[src/rtl/sevenseg_scan_ctrl.sv]
// sevenseg_scan_ctrl: time-multiplexed scan for a common-anode hex display.
// Optional: define SEVENSEG_LZ_BLANK_EN for leading-zero suppression.
module sevenseg_scan_ctrl #(
  parameter int NUM_DIGITS   = 4,
  parameter int REFRESH_DIV  = 50000,
  parameter int BLANK_CYCLES = 2,
  parameter int CNT_W        = 16
) (
  input  logic                    clk,
  input  logic                    rst_n,
  input  logic                    load_valid,
  output logic                    load_ready,
  input  logic [4*NUM_DIGITS-1:0] load_data,
  input  logic [NUM_DIGITS-1:0]   digit_en,
  output logic [3:0]              dec_nibble,
  input  logic [6:0]              seg_in,
  output logic [6:0]              seg_out,
  output logic [NUM_DIGITS-1:0]   an_n,
  output logic                    frame_start
);

  localparam int IDX_W = $clog2(NUM_DIGITS);
  localparam int DW    = 4 * NUM_DIGITS;

  localparam logic [IDX_W-1:0] LAST_IDX = IDX_W'(NUM_DIGITS - 1);
  localparam logic [CNT_W-1:0] BLK_END  = CNT_W'(BLANK_CYCLES - 1);
  localparam logic [CNT_W-1:0] SHW_END  = CNT_W'(REFRESH_DIV - 1);

  typedef enum logic {
    ST_BLANK,
    ST_SHOW
  } state_t;

  state_t                r_state;
  state_t                w_state_nxt;
  logic [CNT_W-1:0]      r_cnt;
  logic [CNT_W-1:0]      w_cnt_nxt;
  logic [IDX_W-1:0]      r_idx;
  logic [IDX_W-1:0]      w_idx_nxt;
  logic                  w_adv;
  logic                  w_frame;
  logic                  w_take;
  logic [DW-1:0]         r_active;
  logic [DW-1:0]         r_pending;
  logic [DW-1:0]         w_active_nxt;
  logic                  r_pend_full;
  logic [3:0]            r_nibble;
  logic [NUM_DIGITS-1:0] r_an_n;
  logic [NUM_DIGITS-1:0] w_an_nxt;
  logic [NUM_DIGITS-1:0] w_en_eff;
  logic                  r_lit;
  logic                  w_lit_nxt;
  logic                  r_frame_start;

  assign w_take       = load_valid && !r_pend_full;
  assign w_active_nxt = (w_frame && r_pend_full) ? r_pending : r_active;

  // Slot sequencing: blank gap, then lit window, then advance digit
  always_comb begin
    w_state_nxt = r_state;
    w_cnt_nxt   = r_cnt + 1'b1;
    w_idx_nxt   = r_idx;
    w_adv       = 1'b0;
    w_frame     = 1'b0;
    unique case (r_state)
      ST_BLANK: begin
        if (r_cnt == BLK_END) begin
          w_state_nxt = ST_SHOW;
          w_cnt_nxt   = '0;
        end
      end
      ST_SHOW: begin
        if (r_cnt == SHW_END) begin
          w_state_nxt = ST_BLANK;
          w_cnt_nxt   = '0;
          w_adv       = 1'b1;
          if (r_idx == LAST_IDX) begin
            w_idx_nxt = '0;
            w_frame   = 1'b1;
          end else begin
            w_idx_nxt = r_idx + 1'b1;
          end
        end
      end
    endcase
  end

`ifdef SEVENSEG_LZ_BLANK_EN
  logic [NUM_DIGITS-1:0] w_lz_mask;

  // Dark every leading zero digit; digit 0 always shows
  always_comb begin
    logic z;
    z         = 1'b1;
    w_lz_mask = '0;
    for (int k = NUM_DIGITS - 1; k >= 1; k--) begin
      z            = z && (r_active[4*k +: 4] == 4'h0);
      w_lz_mask[k] = z;
    end
  end

  assign w_en_eff = digit_en & ~w_lz_mask;
`else
  assign w_en_eff = digit_en;
`endif

  // Anode pattern for the coming cycle, at most one digit lit
  always_comb begin
    w_lit_nxt = (w_state_nxt == ST_SHOW) && w_en_eff[w_idx_nxt];
    w_an_nxt  = '1;
    if (w_lit_nxt) begin
      w_an_nxt[w_idx_nxt] = 1'b0;
    end
  end

  // FSM state, prescaler and digit index
  always_ff @(posedge clk or negedge rst_n) begin
    if (!rst_n) begin
      r_state <= ST_BLANK;
      r_cnt   <= '0;
      r_idx   <= '0;
    end else begin
      r_state <= w_state_nxt;
      r_cnt   <= w_cnt_nxt;
      r_idx   <= w_idx_nxt;
    end
  end

  // Anodes and segment gate move on the same edge as the state
  always_ff @(posedge clk or negedge rst_n) begin
    if (!rst_n) begin
      r_an_n        <= '1;
      r_lit         <= 1'b0;
      r_frame_start <= 1'b0;
    end else begin
      r_an_n        <= w_an_nxt;
      r_lit         <= w_lit_nxt;
      r_frame_start <= w_frame;
    end
  end

  // Decoder input changes only when entering a blank gap
  always_ff @(posedge clk or negedge rst_n) begin
    if (!rst_n) begin
      r_nibble <= 4'h0;
    end else if (w_adv) begin
      r_nibble <= w_active_nxt[4*w_idx_nxt +: 4];
    end
  end

  // One-deep pending buffer, promoted to active at frame boundary
  always_ff @(posedge clk or negedge rst_n) begin
    if (!rst_n) begin
      r_active    <= '0;
      r_pending   <= '0;
      r_pend_full <= 1'b0;
    end else if (w_take) begin
      r_pending   <= load_data;
      r_pend_full <= 1'b1;
    end else if (w_frame && r_pend_full) begin
      r_active    <= r_pending;
      r_pend_full <= 1'b0;
    end
  end

  assign load_ready  = !r_pend_full;
  assign dec_nibble  = r_nibble;
  assign an_n        = r_an_n;
  assign seg_out     = r_lit ? seg_in : 7'h00;
  assign frame_start = r_frame_start;

endmodule

[config.mk]
export PLATFORM = sky130hd
export DESIGN_NAME = sevenseg_scan_ctrl
export DESIGN_NICKNAME = d
export VERILOG_FILES = /design/src/rtl/sevenseg_scan_ctrl.sv
export SDC_FILE = /design/constraint.sdc
export NUM_CORES = 1
export LEC_CHECK = 0
export CORE_ASPECT_RATIO = 1.1
export CORE_MARGIN = 8
export CORE_UTILIZATION = 45
export CTS_BUF_LIST = sky130_fd_sc_hd__clkbuf_4
export CTS_CLUSTER_DIAMETER = 40
export DETAILED_ROUTE_END_ITERATION = 10
export HOLD_SLACK_MARGIN = 0.03
export PLACE_DENSITY = 0.69
export SLEW_MARGIN = 10
export SYNTH_ARGS = -nofsm -noshare
export SYNTH_HDL_FRONTEND = slang
export SYNTH_SLANG_ARGS = --single-unit
export TNS_END_PERCENT = 50
[constraint.sdc]
create_clock -name clk -period 4.1 [get_ports clk]
set_input_delay 1.23 -clock clk [delete_from_list [all_inputs] [get_ports clk]]
set_output_delay 1.23 -clock clk [all_outputs]
set_load 0.05 [all_outputs]
==> impl_metrics.csv, run 1 <==
group,metric,value,unit
pwr,intPower,0.9259,mW
route,drt_first_pass_iters,4,
pwr,finalPower,1.211,mW
clocking,cts_tree,"built",
route,routed-via-count,2120,
pwr,swShare,23.55,%
clocking,root_buffer,"clkbuf_4",
route,routedWlPerCell,15.02,µm
placement,place_congestion,0.8341,
clocking,cts.clk_slew.worst_paths,0.10,ns
route,drc,0,
synthesis,synth-compound-area-share,6.378,%
timing,fmax,309.4,MHz
floorplanning,dieArea,0.009333,mm²
critical_path,worstRegToRegCells,5,
timing,period_share,78.83,%
synthesis,ys_seq_elements,62,
clocking,cts_setup_buffers,0,
global_route,grt_pass1_vias,2148,
pwr,switching_power,0.2852,mW
timing,setup_violations,0,
pwr,ir_drop,0.0002227,V
critical_path,reg2reg_from,"r_cnt[4]",
pwr,seqPwrFrac,53.0,%
global_route,grt_start_max_net_pins,26,
synthesis,synth_nets,296,
synthesis,synth_top_area_share,49.66,%
clocking,cts_hold_buffers,0,
timing,worst_hold_slack,0.5100,ns
placement,dp_hpwl,4440,µm
synthesis,synth_area_leaders,"dfrtp_1 50%, mux2_2 11%, dfstp_2 3.6%",
global_route,gr-usage-all-layers,14.15,%
synthesis,synthSimpleGateAreaFrac,20.12,%
cells_and_area,nFillCells,597,
floorplanning,die_height,100.5,µm
worst_hold_path,timing.hold.worst.class,"reg -> reg",
cells_and_area,fin_util,56.06,%
timing,fin_crit,3.232,ns
cells_and_area,register_area,0.001556,mm²
synthesis,synthAdderAreaFrac,1.284,%
critical_path,timing.rr.end,"r_active[14]",
pwr,powerDensity,335.5,mW/mm²
synthesis,synth-edff-count,0,
pwr,p_leak,1.638,nW
run,maxCapViolCount,0,
worst_hold_path,whs_path_depth,1,
critical_path,crit_path_end_kind,"output port",
clocking,cts_made_buffers,9,
timing,finalSetupTns,0,ns
timing,hold_violations,0,
route,viasPerCell,5.300,
critical_path,critPathArrivalTime,2.00,ns
critical_path,crit_required,2.87,ns
floorplanning,std_cell_rows,31,
synthesis,yosysSeqAreaShare,53.25,%
cells_and_area,multiInputGateArea,0.001291,mm²
critical_path,critPathLaunchType,"primary input",
clocking,cts.sink_count,62,
synthesis,muxShareOfSynthArea,12.20,%
placement,numPortBuffers,46,
cells_and_area,diodes,0,
floorplanning,initial_utilization,45.39,%
timing,worst_pin_slew,0.6796,ns
floorplanning,fp.dieW,92.84,µm
synthesis,yosysTopAreaCell,"dfrtp_1",
global_route,gr-total-overflow,0,
worst_hold_path,min_from,"r_cnt[0]",
clocking,cts_resized,0,
synthesis,syn_inst,263,
critical_path,cp_max_fo,1,
synthesis,yosys_warnings,0,
run_status,status,"completed",
synthesis,async_reset_ff_share,100.0,%
synthesis,synth_top_family_by_area,"simple AND/OR/NAND/NOR gates",
route,first_iter_violations,69,
timing,setup_slack,0.8680,ns
pwr,power_frac_comb,6.9,%
cells_and_area,nets,346,
clocking,htreeDepth,3,
timing,slew_violations,0,
timing,timing.slew.headroom,54.27,%
clocking,cts.path.max_buffers,2,
global_route,antenna_found_initial,0,
pwr,clockPowerShare,40.1,%
placement,dp_slack,0.8556,ns
synthesis,synth.distinct_cells,42,
critical_path,r2r_slack,1.74,ns
floorplanning,ioPinCount,47,
synthesis,synth_xor_xnor_area_share,4.195,%
cells_and_area,area_growth,23.50,%
synthesis,synth.cell_area,0.002923,mm²
clocking,clock_latency,0.42,ns
floorplanning,core-area,0.006439,mm²
route,routed_wl,6007,µm
route,ant_nets,0,
timing,rsz0062_at_grt,"no",
worst_hold_path,min_to,"r_cnt[0]",
timing,fin_worst_skew,0.01608,ns
critical_path,criticalPathCategory,"in -> out",
synthesis,syn_area_per_cell,11.11,µm²
synthesis,ys.flop_type,"dfrtp_1",
global_route,grt_pass1_wl,10450,µm
cells_and_area,drive_above_1_share,21.38,%
## cell usage after synthesis (2+ instances only)
cell,n
dfrtp_1,58
mux2_2,29
nor2_1,25
nand2_1,16
nand3_1,15
and2_1,11
and3_1,9
xor2_1,9
clkbuf_1,8
inv_1,7
nor3_1,7
o21ai_0,7
xnor2_1,5
dfstp_2,4
o221ai_1,4
a21oi_1,3
and2_0,3
and4_1,3
ha_1,3
mux2i_1,3
nand4_1,3
nor3b_1,3
o41ai_1,3
a211oi_1,2
a31oi_1,2
buf_4,2
nand2b_1,2
nor2b_1,2
nor4_1,2
## cells in the final DEF (no fill, tap or decap), types with 5 or more instances in the layout
| master | synthesis | final |
|---|---|---|
| dfrtp_1 | 58 | 58 |
| clkdlybuf4s50_1 | 0 | 38 |
| mux2_2 | 29 | 29 |
| nor2_1 | 25 | 25 |
| nand2_1 | 16 | 16 |
| nand3_1 | 15 | 15 |
| and2_1 | 11 | 11 |
| buf_4 | 2 | 11 |
| and3_1 | 9 | 9 |
| xor2_1 | 9 | 9 |
| clkbuf_4 | 0 | 9 |
| nor3_1 | 7 | 7 |
| inv_1 | 7 | 7 |
| o21ai_0 | 7 | 7 |
| xnor2_1 | 5 | 5 |
## sequential cells by signal, summed over array words and instances, names as in the netlist, 2 cells and up
register    cells
dec_nibble      4
r_idx           2
an_n            4
r_pending      16
r_cnt          16
r_active       16
## critical path: stages
cell and delay [ns]:
clkdlybuf4s50_1 0.45, and2_1 0.12, buf_4 0.19
## routing by layer
metal  routed length, µm  track usage (%)  vias up
li1                    -                -     1033
met1                2704            17.11     1029
met2                2889            22.74       51
met3                 340            4.993        7
met4                  73            4.963        0
met5                   0                0        -
## through the flow
| stage | instances | instance area [µm²] |
|---|---|---|
| finish | 400 | 3610 |
| global route | 400 | 3610 |
| CTS | 400 | 3610 |
| detailed placement | 384 | 3445 |
| global placement | 384 | 3445 |
| floorplan | 263 | 2923 |
## kinds of logic after synthesis
| family | after synthesis |
|---|---|
| AND/OR/NAND/NOR | 109 |
| AO/OA/AOI/OAI | 25 |
| XOR/XNOR | 14 |
| multiplexers | 32 |
| flip-flops | 62 |
| buffers and inverters | 18 |
| adder cells (fa/ha/maj) | 3 |
## how the worst max path moves through the flow
stage,startpoint,to,slack (ns),cells after the start
6_report,seg_in[6],seg_out[6],0.87,3
5_1_grt,seg_in[6],seg_out[6],0.83,3
4_1_cts,seg_in[6],seg_out[6],0.86,3
3_5_place_dp,seg_in[6],seg_out[6],0.86,3
3_3_place_gp,seg_in[6],seg_out[6],0.86,3
2_1_floorplan,seg_in[0],seg_out[0],1.23,1
## cell type report
class | instances | area share [%]
inverter | 7 | 0.7279
sequential | 62 | 43.12
clock buffer | 9 | 1.872
multi-input combinational | 183 | 35.77
clock inverter | 7 | 2.704
timing repair buffer | 50 | 12.96
tap | 82 | 2.842
## power groups by stage
stage                     logic, mW  registers [mW]  clock network (mW)
after floorplan              0.0336           0.652                   0
final                        0.0833           0.642               0.486
after detailed placement     0.0856           0.655                   0
after global routing         0.0922           0.646               0.520
after global placement       0.0839           0.654                   0
after CTS                    0.0856           0.643               0.497
No activity file was read; power rests on OpenSTA's default activity.
==> run 2, diff against run 1 <==
==> constraint.sdc (replaced) <==
create_clock -name clk -period 3.01 [get_ports clk]
set_input_delay 0.903 -clock clk [delete_from_list [all_inputs] [get_ports clk]]
set_output_delay 0.903 -clock clk [all_outputs]
set_load 0.05 [all_outputs]
==> run 2 against run 1 <==
Die area did not move. Combinational power rose by 56%. Cell count did not move. Global-route usage rose by 0.66 points. Power rose by 51%. Worst hold slack got worse by 0.033 ns. Critical endpoint is now load_ready. Sequential power rose by 36%. Sequential cell count did not move. Worst setup slack got worse by 0.49 ns.
==> impl_metrics.csv, run 2 (synthesis results as in run 1) <==
group,metric,value,unit
global_route,use_met2,24.11,%
route,viasPerCell,5.315,
global_route,grt_pass1_vias,2253,
global_route,met1_usage,17.78,%
global_route,antenna_found_initial,0,
run_status,status,"completed",
route,drc,0,
critical_path,cp_max_fo,6,
pwr,seqPwrFrac,47.7,%
clocking,cts_hold_buffers,0,
critical_path,criticalPathCategory,"reg -> out",
cells_and_area,nets,346,
cells_and_area,register_area,0.001556,mm²
critical_path,crit_path_end_kind,"output port",
floorplanning,dieArea,0.009333,mm²
run,maxCapViolCount,0,
placement,placed_cell_area,0.003545,mm²
cells_and_area,multiInputGateArea,0.001291,mm²
timing,period_share,87.60,%
clocking,htreeDepth,3,
clocking,cts_resized,0,
global_route,grt_start_max_net_pins,39,
clocking,cts.clk_slew.worst_paths,0.12,ns
floorplanning,ioPinCount,47,
critical_path,worstPathCellList,"inv_1 > clkdlybuf4s50_1",
critical_path,timing.rr.end,"r_active[14]",
floorplanning,fp.dieW,92.84,µm
critical_path,slowest_stage,"clkdlybuf4s50_1",
pwr,finalPower,1.834,mW
pwr,p_leak,1.691,nW
cells_and_area,drive_above_1_share,21.70,%
clocking,cts.sink_count,62,
timing,fin_worst_skew,0.01489,ns
global_route,grt_pass1_wl,10840,µm
critical_path,critPathMaxStageDelay,0.79,ns
route,routedWlPerCell,15.62,µm
timing,worst_pin_slew,0.6089,ns
clocking,cts_tree,"built",
timing,slew_violations,0,
cells_and_area,final_common_cell,"dfrtp_1",
placement,dp_hpwl,4595,µm
cells_and_area,area_growth,28.55,%
clocking,cts_setup_buffers,0,
critical_path,reg2reg_from,"r_idx[0]",
route,routed_wl,6246,µm
route,first_iter_violations,77,
floorplanning,core-area,0.006439,mm²
timing,finalSetupTns,0,ns
floorplanning,std_cell_rows,31,
clocking,root_buffer,"clkbuf_4",
placement,numPortBuffers,46,
placement,place_congestion,0.8090,
timing,timing.slew.headroom,59.03,%
cells_and_area,nFillCells,576,
critical_path,crit_required,2.11,ns
clocking,cts_made_buffers,9,
route,routed-via-count,2126,
route,drt_first_pass_iters,4,
global_route,use_met3,4.322,%
timing,rsz0062_at_grt,"no",
cells_and_area,largestRegisters,"r_active: 16 flops, r_cnt: 16 flops, r_pending: 16 flops",
pwr,powerDensity,488.0,mW/mm²
floorplanning,die_height,100.5,µm
global_route,gr-usage-all-layers,14.82,%
pwr,ir_drop,0.0003192,V
pwr,clockPowerShare,45.2,%
pwr,power_frac_comb,7.1,%
critical_path,worstRegToRegCells,5,
pwr,intPower,1.443,mW
floorplanning,initial_utilization,45.39,%
cells_and_area,diodes,0,
critical_path,critPathLaunchType,"flop",
timing,fmax,379.2,MHz
route,ant_nets,0,
timing,setup_violations,0,
timing,fin_crit,2.637,ns
critical_path,critPathArrivalTime,1.73,ns
clocking,clock_latency,0.41,ns
critical_path,r2r_slack,0.79,ns
pwr,swShare,21.30,%
pwr,switching_power,0.3906,mW
cells_and_area,fin_area,0.003757,mm²
clocking,cts.path.max_buffers,2,
timing,hold_violations,0,
global_route,grt.busiest_layer,"met2",
global_route,gr-total-overflow,0,
cells_and_area,final_cell_mix,"58 x dfrtp_1, 38 x clkdlybuf4s50_1, 29 x mux2_2, 25 x nor2_1, 16 x nand2_1",
worst_hold_path,timing.hold.worst.class,"in -> async",
## run 2: cell count changes in the layout (fill, tap and decap cells not counted)
cell       delta
buf_12        +8
buf_4         -8
bufinv_16     +2
clkinv_1      -1
clkinv_4      -1
## run 2: worst max-delay path by stage
| stage | startpoint | endpoint | cells past startpoint |
|---|---|---|---|
| 6_report | r_pend_full | load_ready | 2 |
| 5_1_grt | r_pend_full | load_ready | 2 |
| 4_1_cts | r_pend_full | load_ready | 2 |
| 3_5_place_dp | seg_in[6] | seg_out[6] | 3 |
| 3_3_place_gp | seg_in[6] | seg_out[6] | 3 |
| 2_1_floorplan | seg_in[0] | seg_out[0] | 1 |
## run 2: routing by layer
layer | up-vias | share of wire (%)
met4 | 0 | 1.5
met2 | 63 | 48
met3 | 7 | 5.0
met5 | - | 0
li1 | 1028 | -
met1 | 1028 | 46
## run 2: critical path: cells and delay by family (launching register included)
| family | cells | cell delay (ns) |
|---|---|---|
| DFF | 1 | 0.45 |
| buffers and inverters | 2 | 0.87 |
## run 2: layout make-up
type                            instances  share of cell area [%]
Tap cell                               82                   2.731
Clock buffer                            9                   1.798
Multi-Input combinational cell        183                   34.37
Clock inverter                          7                   3.863
Inverter                                7                  0.6993
Sequential cell                        62                   41.43
Timing Repair Buffer                   50                   15.12
## run 2: power groups by stage
stage	Sequential [mW]	Clock, mW	Combinational, mW
3_3_place_gp	0.892	0	0.130
5_1_grt	0.879	0.882	0.141
4_1_cts	0.876	0.846	0.133
3_5_place_dp	0.892	0	0.132
2_1_floorplan	0.888	0	0.0458
6_report	0.875	0.829	0.130
## run 2: stage by stage
stage	setup slack, ns	cells	utilization, %	hold WS (ns)
3_3_place_gp	0.4199	384	55.05	0.4810
6_report	0.3732	400	58.36	0.4768
2_1_floorplan	0.7923	263	-	0.4608
4_1_cts	0.3396	400	58.36	0.4749
5_1_grt	0.2690	400	58.36	0.5065
3_5_place_dp	0.4217	384	55.05	0.4904
